## config.mk

```make
export PLATFORM = sky130hd
export DESIGN_NAME = muldiv_unit
export DESIGN_NICKNAME = d
export VERILOG_FILES = /design/src/rtl/muldiv_pkg.sv /design/src/rtl/muldiv_step.sv /design/src/rtl/muldiv_unit.sv
export SDC_FILE = /design/constraint.sdc
export NUM_CORES = 1
export LEC_CHECK = 0
export BUFFER_PORTS_ARGS = -buffer_cell sky130_fd_sc_hd__buf_2
export CORE_MARGIN = 1
export CORE_UTILIZATION = 62
export DETAILED_ROUTE_END_ITERATION = 12
export PLACE_DENSITY = 0.89
export SETUP_SLACK_MARGIN = 0.3
export SLEW_MARGIN = 10
export SYNTH_ARGS = -nofsm -noshare
export SYNTH_HDL_FRONTEND = slang
export SYNTH_SLANG_ARGS = --single-unit
```

## constraint.sdc

```tcl
create_clock -name clk -period 7.1 [get_ports clk]
set_input_delay 0.355 -clock clk [delete_from_list [all_inputs] [get_ports clk]]
set_output_delay 0.355 -clock clk [all_outputs]
set_load 0.005 [all_outputs]
```

## src/rtl/muldiv_pkg.sv

```systemverilog
// muldiv_pkg: shared definitions for the HI/LO multiply/divide unit.
//   - op encodings as presented by the EX stage
//   - FSM state encoding
//   - iteration count and the divide-by-zero quotient
//   - small helpers to decode an op into divide / signed flags
package muldiv_pkg;

    localparam int          ITER_CNT  = 32;
    localparam logic [31:0] DIV0_QUOT = 32'hFFFF_FFFF;

    typedef enum logic [1:0] {
        OP_MULT  = 2'b00,
        OP_MULTU = 2'b01,
        OP_DIV   = 2'b10,
        OP_DIVU  = 2'b11
    } op_e;

    typedef enum logic [1:0] {
        IDLE  = 2'd0,
        CALC  = 2'd1,
        FIXUP = 2'd2
    } state_e;

    function automatic logic op_is_div(input logic [1:0] op);
        return op[1];
    endfunction

    function automatic logic op_is_signed(input logic [1:0] op);
        return ~op[0];
    endfunction

endpackage

```

## src/rtl/muldiv_step.sv

```systemverilog
// muldiv_step: one combinational iteration of the multiply/divide datapath.
//   is_div      : 0 = shift-add multiply step, 1 = restoring divide step
//   acc_hi      : multiply partial product (upper) / divide partial remainder
//   acc_lo      : multiply multiplier bits (shifting out) / dividend bits
//                 shifting out with quotient bits shifting in
//   operand     : multiplicand / divisor magnitude (DATA_W+1 bits)
//   acc_hi_next, acc_lo_next : accumulator after this iteration
module muldiv_step #(
    parameter int DATA_W = 32
) (
    input  logic              is_div,
    input  logic [DATA_W-1:0] acc_hi,
    input  logic [DATA_W-1:0] acc_lo,
    input  logic [DATA_W:0]   operand,
    output logic [DATA_W-1:0] acc_hi_next,
    output logic [DATA_W-1:0] acc_lo_next
);

    logic [DATA_W:0]   add_sum;
    logic [DATA_W:0]   shifted;
    logic [DATA_W-1:0] diff;
    logic              fits;

    always_comb begin
        // Multiply: add the multiplicand when the current multiplier bit is
        // set, then shift the whole {acc_hi, acc_lo} pair right by one.
        add_sum = {1'b0, acc_hi} + (acc_lo[0] ? operand : '0);

        // Divide: bring the next dividend bit into the partial remainder and
        // keep the trial difference only if it does not go negative. The
        // difference is taken modulo 2^DATA_W, which is exact whenever it fits
        // because the remainder is always smaller than the divisor.
        shifted = {acc_hi, acc_lo[DATA_W-1]};
        fits    = (shifted >= operand);
        diff    = shifted[DATA_W-1:0] - operand[DATA_W-1:0];

        if (is_div) begin
            acc_hi_next = fits ? diff : shifted[DATA_W-1:0];
            acc_lo_next = {acc_lo[DATA_W-2:0], fits};
        end else begin
            acc_hi_next = add_sum[DATA_W:1];
            acc_lo_next = {add_sum[0], acc_lo[DATA_W-1:1]};
        end
    end

endmodule

```

## src/rtl/muldiv_unit.sv

```systemverilog
// muldiv_unit: multi-cycle MULT/MULTU/DIV/DIVU unit owning the HI/LO registers.
//   clk, rst        : clock, asynchronous active-high reset
//   cancel          : abort an operation in flight (only with MULDIV_CANCEL_EN)
//   start, op       : request strobe and opcode from EX, sampled in IDLE only
//   rs_val, rt_val  : multiplicand/dividend, multiplier/divisor
//   mthi, mtlo      : write wr_data to HI / LO (honoured in IDLE only)
//   busy            : stall, high from the cycle after start until done
//   done            : one-cycle pulse in the cycle HI/LO show the new result
//   hi, lo          : HI and LO registers
// Optional feature macro: MULDIV_CANCEL_EN (adds the cancel input).
//
// Timing: the result is committed to HI/LO on the edge that leaves the last
// CALC cycle, so FIXUP is the cycle in which done is high and HI/LO already
// hold the signed result. Divide by zero skips straight from the first CALC
// cycle to FIXUP.
module muldiv_unit
    import muldiv_pkg::*;
#(
    parameter int DATA_W = 32
) (
    input  logic              clk,
    input  logic              rst,
`ifdef MULDIV_CANCEL_EN
    input  logic              cancel,
`endif
    input  logic              start,
    input  logic [1:0]        op,
    input  logic [DATA_W-1:0] rs_val,
    input  logic [DATA_W-1:0] rt_val,
    input  logic              mthi,
    input  logic              mtlo,
    input  logic [DATA_W-1:0] wr_data,
    output logic              busy,
    output logic              done,
    output logic [DATA_W-1:0] hi,
    output logic [DATA_W-1:0] lo
);

    localparam int               CNT_W     = $clog2(ITER_CNT);
    localparam logic [CNT_W-1:0] LAST_STEP = CNT_W'(ITER_CNT - 1);

    state_e             state_reg;
    logic               is_div_reg;
    logic               neg_res_reg;   // operand signs differ
    logic               neg_rem_reg;   // signed dividend was negative
    logic               div0_reg;
    logic [CNT_W-1:0]   step_cnt_reg;
    logic [DATA_W-1:0]  acc_hi_reg;
    logic [DATA_W-1:0]  acc_lo_reg;
    logic [DATA_W:0]    operand_reg;
    logic               busy_reg;
    logic               done_reg;
    logic [DATA_W-1:0]  hi_reg;
    logic [DATA_W-1:0]  lo_reg;

    // Input sign decode and magnitudes, one bit wider so |min_int| is exact.
    logic              rs_neg, rt_neg;
    logic [DATA_W:0]   rs_abs, rt_abs;
    logic              start_is_div;

    always_comb begin
        start_is_div = op_is_div(op);
        rs_neg = op_is_signed(op) & rs_val[DATA_W-1];
        rt_neg = op_is_signed(op) & rt_val[DATA_W-1];
        rs_abs = rs_neg ? -{rs_val[DATA_W-1], rs_val} : {1'b0, rs_val};
        rt_abs = rt_neg ? -{rt_val[DATA_W-1], rt_val} : {1'b0, rt_val};
    end

    logic [DATA_W-1:0] step_hi, step_lo;

    muldiv_step #(.DATA_W(DATA_W)) u_step (
        .is_div      (is_div_reg),
        .acc_hi      (acc_hi_reg),
        .acc_lo      (acc_lo_reg),
        .operand     (operand_reg),
        .acc_hi_next (step_hi),
        .acc_lo_next (step_lo)
    );

    // Sign fix-up of the final iteration's output.
    logic                last_step;
    logic [2*DATA_W-1:0] prod_fix;
    logic [DATA_W-1:0]   quot_fix, rem_fix, div0_hi;

    always_comb begin
        last_step = div0_reg || (step_cnt_reg == LAST_STEP);
        prod_fix  = neg_res_reg ? -{step_hi, step_lo} : {step_hi, step_lo};
        quot_fix  = neg_res_reg ? -step_lo : step_lo;
        rem_fix   = neg_rem_reg ? -step_hi : step_hi;
        // acc_lo still holds |rs| here; re-applying the sign restores rs_val.
        div0_hi   = neg_rem_reg ? -acc_lo_reg : acc_lo_reg;
    end

    always_ff @(posedge clk or posedge rst) begin
        if (rst) begin
            state_reg    <= IDLE;
            is_div_reg   <= 1'b0;
            neg_res_reg  <= 1'b0;
            neg_rem_reg  <= 1'b0;
            div0_reg     <= 1'b0;
            step_cnt_reg <= '0;
            acc_hi_reg   <= '0;
            acc_lo_reg   <= '0;
            operand_reg  <= '0;
            busy_reg     <= 1'b0;
            done_reg     <= 1'b0;
            hi_reg       <= '0;
            lo_reg       <= '0;
        end else begin
            done_reg <= 1'b0;
            case (state_reg)
                IDLE: begin
                    if (mthi) hi_reg <= wr_data;
                    if (mtlo) lo_reg <= wr_data;
                    if (start) begin
                        state_reg    <= CALC;
                        busy_reg     <= 1'b1;
                        is_div_reg   <= start_is_div;
                        neg_res_reg  <= rs_neg ^ rt_neg;
                        neg_rem_reg  <= rs_neg;
                        div0_reg     <= start_is_div && (rt_val == '0);
                        step_cnt_reg <= '0;
                        acc_hi_reg   <= '0;
                        // Multiply shifts the multiplier out of acc_lo; divide
                        // shifts the dividend out of it.
                        acc_lo_reg   <= start_is_div ? rs_abs[DATA_W-1:0] : rt_abs[DATA_W-1:0];
                        operand_reg  <= start_is_div ? rt_abs : rs_abs;
                    end
                end
                CALC: begin
                    acc_hi_reg   <= step_hi;
                    acc_lo_reg   <= step_lo;
                    step_cnt_reg <= step_cnt_reg + 1'b1;
                    if (last_step) begin
                        state_reg <= FIXUP;
                        done_reg  <= 1'b1;
                        if (div0_reg) begin
                            hi_reg <= div0_hi;
                            lo_reg <= DIV0_QUOT;
                        end else if (is_div_reg) begin
                            hi_reg <= rem_fix;
                            lo_reg <= quot_fix;
                        end else begin
                            hi_reg <= prod_fix[2*DATA_W-1:DATA_W];
                            lo_reg <= prod_fix[DATA_W-1:0];
                        end
                    end
                end
                FIXUP: begin
                    state_reg <= IDLE;
                    busy_reg  <= 1'b0;
                end
                default: begin
                    state_reg <= IDLE;
                    busy_reg  <= 1'b0;
                end
            endcase
`ifdef MULDIV_CANCEL_EN
            // Cancel overrides the case above: return to IDLE and keep HI/LO.
            // A cancel raised during FIXUP arrives after the commit edge, so
            // there it only ends the operation.
            if (cancel && (state_reg != IDLE)) begin
                state_reg <= IDLE;
                busy_reg  <= 1'b0;
                done_reg  <= 1'b0;
                hi_reg    <= hi_reg;
                lo_reg    <= lo_reg;
            end
`endif
        end
    end

    assign busy = busy_reg;
    assign done = done_reg;
    assign hi   = hi_reg;
    assign lo   = lo_reg;

endmodule

```

== Word level (Yosys, flattened, before mapping) ==
Cells that the tools add are included.
Storage, ports and cells
  flip-flop bits (word level): 174
  bits of input ports: 103
  logic and storage cells: 80
Operators by class
  multiplexer cells: 35
  magnitude comparators: 1
  reduce and logical (&&, ||, !) cells: 11
  equal/unequal tests: 6
  $add $sub $neg: 9
  bitwise operators: 5
Operators by type and width (count)
  32-bit 2-to-1 mux: 17
  32-bit one-hot mux with 2 select lines: 4
  33-bit 2-to-1 mux: 4
  32-bit negation: 3
  33-bit negation: 2
  64-bit 2-to-1 mux: 1
  64-bit negation: 1
  32-bit by 33-bit adder with 33-bit output: 1
  33-bit >= comparator: 1
  32-bit logical NOT: 1
  32-bit subtractor: 1
  5-bit one-hot mux with 2 select lines: 1
  2-bit inequality test (second input constant): 4
  2-bit AND reduction: 4
  3-bit AND reduction: 2
  5-bit by 1-bit adder with 5-bit output (second input constant): 1
  5-bit equality test (second input constant): 1
  5-bit 2-to-1 mux: 1
  2-bit 2-to-1 mux: 2
  2-bit one-hot mux with 2 select lines: 1
  1-bit 2-to-1 mux: 3
  1-bit bitwise AND: 2
  2-bit by 1-bit equality test with 1-bit output (second input constant): 1
  2-bit logical NOT: 1
  other kinds (6): 7

== Logic depth before layout (Yosys ltp) ==
  word-level depth: 9
  depth in mapped cells: 24
  mapped depth without buffers: 22

== Cells and area by module ==
From an unflattened synthesis, not the netlist that was laid out.
Second synthesis, totals
  cells, all modules: 2146
  area, all modules: 16732.3 um^2
Modules (own cells, without submodules)
  muldiv_unit: seq. area each 4354.2 um^2, instances 1, cells an instance 1432, area an instance 11820.1 um^2
  muldiv_step: seq. area each 0.0 um^2, instances 1, cells an instance 714, area an instance 4912.2 um^2

== Least setup slack after synthesis ==
OpenSTA, ideal clock, no wires.
  path kind: register -> register
  start point: reg is_div_reg
  end point: reg hi_reg[4], in the netlist hi[4]
  arrival time: 4.852 ns
  period minus slack after synthesis: 4.930 ns
  path buffers: 7
  data required time: 7.023 ns
  setup slack: 2.170 ns
  stages on the path, launching flop included: 22
  library setup time: 0.077 ns
  cell sequence: dfrtp_1 > buf_2 > buf_2 > buf_1 > clkbuf_1 > buf_2 > buf_1 > buf_1 > mux2i_1 > ha_1 > o21ai_0 > nor3_1 > nand4b_1 > or3_1 > o21ai_0 > and2_1 > a31oi_1 > xnor2_1 > nor2_1 > a211oi_1 > a21oi_1 > a21oi_1
Between the ends
  cells in the longest elaborated chain, start to end: 7
  elaborated cells on any way between the ends: 10
Ends and longest elaborated chain
  start, declared: line muldiv_unit.sv:43  | logic is_div_reg;
  start signal, assigned: line muldiv_unit.sv:118  | is_div_reg <= start_is_div;
  32-bit 2-to-1 mux: line muldiv_step.sv:37  | if (is_div) begin
  64-bit negation / 32-bit negation (equally long branches): line muldiv_unit.sv:87, muldiv_unit.sv:89
  64-bit 2-to-1 mux / 32-bit 2-to-1 mux (equally long branches): line muldiv_unit.sv:87, muldiv_unit.sv:89
  32-bit 2-to-1 mux *: line muldiv_unit.sv:140  | end else if (is_div_reg) begin
  32-bit 2-to-1 mux *: line muldiv_unit.sv:137  | if (div0_reg) begin
  32-bit 2-to-1 mux *: line muldiv_unit.sv:134  | if (last_step) begin
  32-bit one-hot mux with 2 select lines *: line muldiv_unit.sv:111  | case (state_reg)
  end signal, assigned: line muldiv_unit.sv:113  | if (mthi) hi_reg <= wr_data;
  end signal, assigned: line muldiv_unit.sv:138  | hi_reg <= div0_hi;
  end signal, assigned: line muldiv_unit.sv:141  | hi_reg <= rem_fix;
  end, declared: line muldiv_unit.sv:53  | logic [DATA_W-1:0] hi_reg;
Mark *: on every way between the ends. The rest lies on a longest branch, timed or not. The select of a mux whose other input is x is not followed.
A chain may end at the register's enable or synchronous reset.

== Final worst setup path ==
  start point: reg acc_hi_reg[11]
  end point: reg hi_reg[4], in the netlist hi[4]
Between the ends
  cells in the longest elaborated chain, start to end: 9
  elaborated cells on any way between the ends: 12
Ends and longest elaborated chain
  start, declared: line muldiv_unit.sv:48  | logic [DATA_W-1:0] acc_hi_reg;
  start signal, assigned: line muldiv_unit.sv:131  | acc_hi_reg <= step_hi;
  33-bit >= comparator *: line muldiv_step.sv:34  | fits = (shifted >= operand);
  32-bit 2-to-1 mux: line muldiv_step.sv:38  | acc_hi_next = fits ? diff : shifted[DATA_W-1:0];
  32-bit 2-to-1 mux: line muldiv_step.sv:37
  64-bit negation / 32-bit negation (equally long branches): line muldiv_unit.sv:87, muldiv_unit.sv:89
  64-bit 2-to-1 mux / 32-bit 2-to-1 mux (equally long branches): line muldiv_unit.sv:87, muldiv_unit.sv:89
  32-bit 2-to-1 mux *: line muldiv_unit.sv:140
  32-bit 2-to-1 mux *: line muldiv_unit.sv:137
  32-bit 2-to-1 mux *: line muldiv_unit.sv:134
  32-bit one-hot mux with 2 select lines *: line muldiv_unit.sv:111
Marked as above.

==> reports/metrics.cfg <==
[job]
cap_viol_max_count=0

[placement]
routabilityCongestion=1.050
hpwlAfterDp_um=51180
port_buffers=168

[logic_synthesis]
syn_inst=2307
synth_area_sq_um=16990
synth.net_count=2484
synth_seq_cells=174
synth_edf_count=0
synth_cell_types=85
ys_warn_count=0
yosysSeqAreaShare=0.2563
yosys_most_used_dff=dfrtp_1
async_flop_share=1.000
synth.avg_cell_area_sq_um=7.365

[global_route]
grt_usage=0.4688
grt_max_degree=121
grt_pass1_wl_um=100200
grt_overflow=0
grt_pass1_vias=16900
grt_antenna_before_repair=2

[cts]
cts_buffer_depth=2
post_cts_resize_count=0
cts_root_buffer=clkbuf_16
cts_htree_levels=4
cts_buffers=17
clkLatencyLatePin_ps=460
postCtsSetupRepairBufs=0
cts.clk_slew.worst_paths_ps=90
cts.sinks=174
tritoncts=yes
holdBufCountCts=0

[drt]
wl_um=67060
wl_per_cell_um=24.74
vias_per_cell=7.019
antenna_left=0
drc=0
drt_iter0_markers=3355
dr_total_vias=19030
drt-pass1-iter-count=10

[die]
fp-row-count=60
top_level_ports=169
die_area_sq_um=28070
die-height_um=167.5
start_util=0.6304
core-area_sq_um=26950
fp.dieW_um=167.5

[finish]
fin_nets=2534
nFillCells=2235
area_growth_pct=8.616
drive_gt1_frac=0.1207
multi_input_area_sq_um=11740
largest_register_ffs=33
n_antenna_cell=0
seqCellArea_sq_um=4358

[timing]
finalClockSkew_ps=25.48
setup_violations=0
period_minus_slack_ps=5847
clock.fmax_mhz=171.0
rsz0062_at_grt=false
worstMarginPinSlew_ps=1234
fin_crit_sh=0.8235
finalMaxSlewViolations=0
finalSetupTns_ps=0
slew_headroom=0.1772
hold_violations=0

[setup_path]
critPathKind=flop to flop
rrSetupSlack_ps=1250
reg2reg_to=hi[4]
cp-start-kind=flop
r2r_start=acc_hi_reg[11]
cp_max_fo=9
required_ps=7470
end_kind=flop
reg2regPathDepth=21
cp.arrival_ps=6210

[hold_path]
hold_path.class=input pin to async pin

[outcome]
status=completed

[final cells by class]
cell class              count  share of cell area
flip-flops and latches    174              0.2362
repair buffers            196             0.05709
clock buffers              17             0.02305
clock inverters            15            0.009018
well taps                 341             0.02312
inverters                  74             0.01532
multi-input cells        1894              0.6363
[metrics by stage]
stage	instance area, sq um	setup slack [ps]	hold WS (ps)	util	cells
after floorplan	16990	2028	449.8	-	2307
after global placement	17860	1621	456.9	0.6628	2679
after detailed placement	17860	1461	466.9	0.6628	2679
after CTS	18450	1406	150.9	0.6847	2711
after global routing	18450	837.8	175.9	0.6847	2711
final	18450	1253	98.24	0.6847	2711
[Yosys cell counts, types with 7 or more instances]
library cell / instances / area share
a21oi_1: 199 / 0.059
o31ai_1: 29 / 0.013
nor2b_1: 21 / 0.0077
nand3_1: 74 / 0.022
and2_1: 11 / 0.0041
or2_2: 8 / 0.0029
nand4_1: 26 / 0.0096
clkbuf_1: 125 / 0.028
nor2_1: 206 / 0.046
o211a_1: 12 / 0.0071
o22ai_1: 37 / 0.014
dfrtp_1: 174 / 0.26
a211oi_1: 15 / 0.0066
or4_1: 7 / 0.0031
ha_1: 72 / 0.053
mux2_2: 12 / 0.0080
nor4_1: 19 / 0.0070
inv_1: 71 / 0.016
buf_2: 21 / 0.0062
o211ai_1: 33 / 0.015
xnor2_1: 99 / 0.051
o21bai_1: 10 / 0.0044
o221ai_1: 24 / 0.012
a21boi_0: 7 / 0.0031
nand2b_1: 20 / 0.0074
o21a_1: 14 / 0.0062
o2111ai_1: 8 / 0.0041
buf_1: 16 / 0.0035
or3_1: 26 / 0.0096
and3_1: 11 / 0.0041
nand2_1: 285 / 0.063
xor2_1: 86 / 0.044
nor3_1: 51 / 0.015
a21o_1: 21 / 0.0093
a31oi_1: 26 / 0.0096
mux2i_1: 55 / 0.032
o21ai_0: 273 / 0.080
[critical path: stages (launching register included)]
cell,delay [ps]
dfrtp_1,500
ha_1,450
a21oi_1,260
o21ai_0,210
a31oi_1,240
o21a_1,440
o21ai_4,100
nand2_1,210
a21boi_0,280
ha_1,210
o21ai_0,220
nor3_1,360
nand4b_1,210
or3_1,470
o21ai_0,520
and2_1,260
a31oi_1,110
xnor2_1,190
nor2_1,60
a211oi_1,230
a21oi_1,60
a21oi_1,140
[cells in the final DEF (no fill, tap or decap), drive strengths merged, types with 8 or more instances in the layout]
cell,Yosys,layout
ha,72,72
and2,12,12
o21bai,10,10
mux2,12,12
o211a,13,13
xor2,86,86
nand2b,20,20
nor2,209,209
mux2i,56,56
o2111ai,8,8
o21ai,276,276
dfrtp,174,174
o21a,14,14
clkinv,3,8
inv,71,80
clkbuf,126,17
nor3,51,51
xnor2,99,99
nor4,20,20
nor2b,21,21
o31ai,29,29
a211oi,18,18
or2,8,8
nand4,26,26
a21oi,201,201
or3,26,26
a31oi,27,27
and3,11,11
o211ai,35,35
nand2,285,285
o221ai,24,24
a21o,21,21
buf,39,196
nand3,74,74
o22ai,37,37
[how the worst max path moves through the flow]
stage,start,to,slack [ps],cells after the start
after floorplan,rst,acc_hi_reg[0],2030,1
after global placement,acc_hi_reg[6],hi[4],1620,21
after detailed placement,acc_hi_reg[6],hi[4],1460,21
after CTS,acc_hi_reg[6],hi[4],1410,21
after global routing,acc_hi_reg[6],hi[4],840,21
final,acc_hi_reg[11],hi[4],1250,21
[cells by family after synthesis]
| family | share of synthesized area |
|---|---|
| AOI/OAI and AO/OA | 0.2807 |
| xor gates and xnor gates | 0.09537 |
| adders and majority gates | 0.05538 |
| buffers and inverters | 0.05509 |
| DFF | 0.2563 |
| muxes | 0.04168 |
| and+or+nand+nor | 0.2156 |
[metal layers]
layer | track usage | up-vias | share of wire
met5 | 0 | - | 0.00037
li1 | - | 8424 | -
met2 | 0.6587 | 1562 | 0.40
met4 | 0.2194 | 4 | 0.053
met1 | 0.6463 | 8810 | 0.40
met3 | 0.1534 | 229 | 0.15
Power is left out: the tool's default activity adds up to more than one toggle a clock period on the data nets, which glitch-free logic cannot reach.
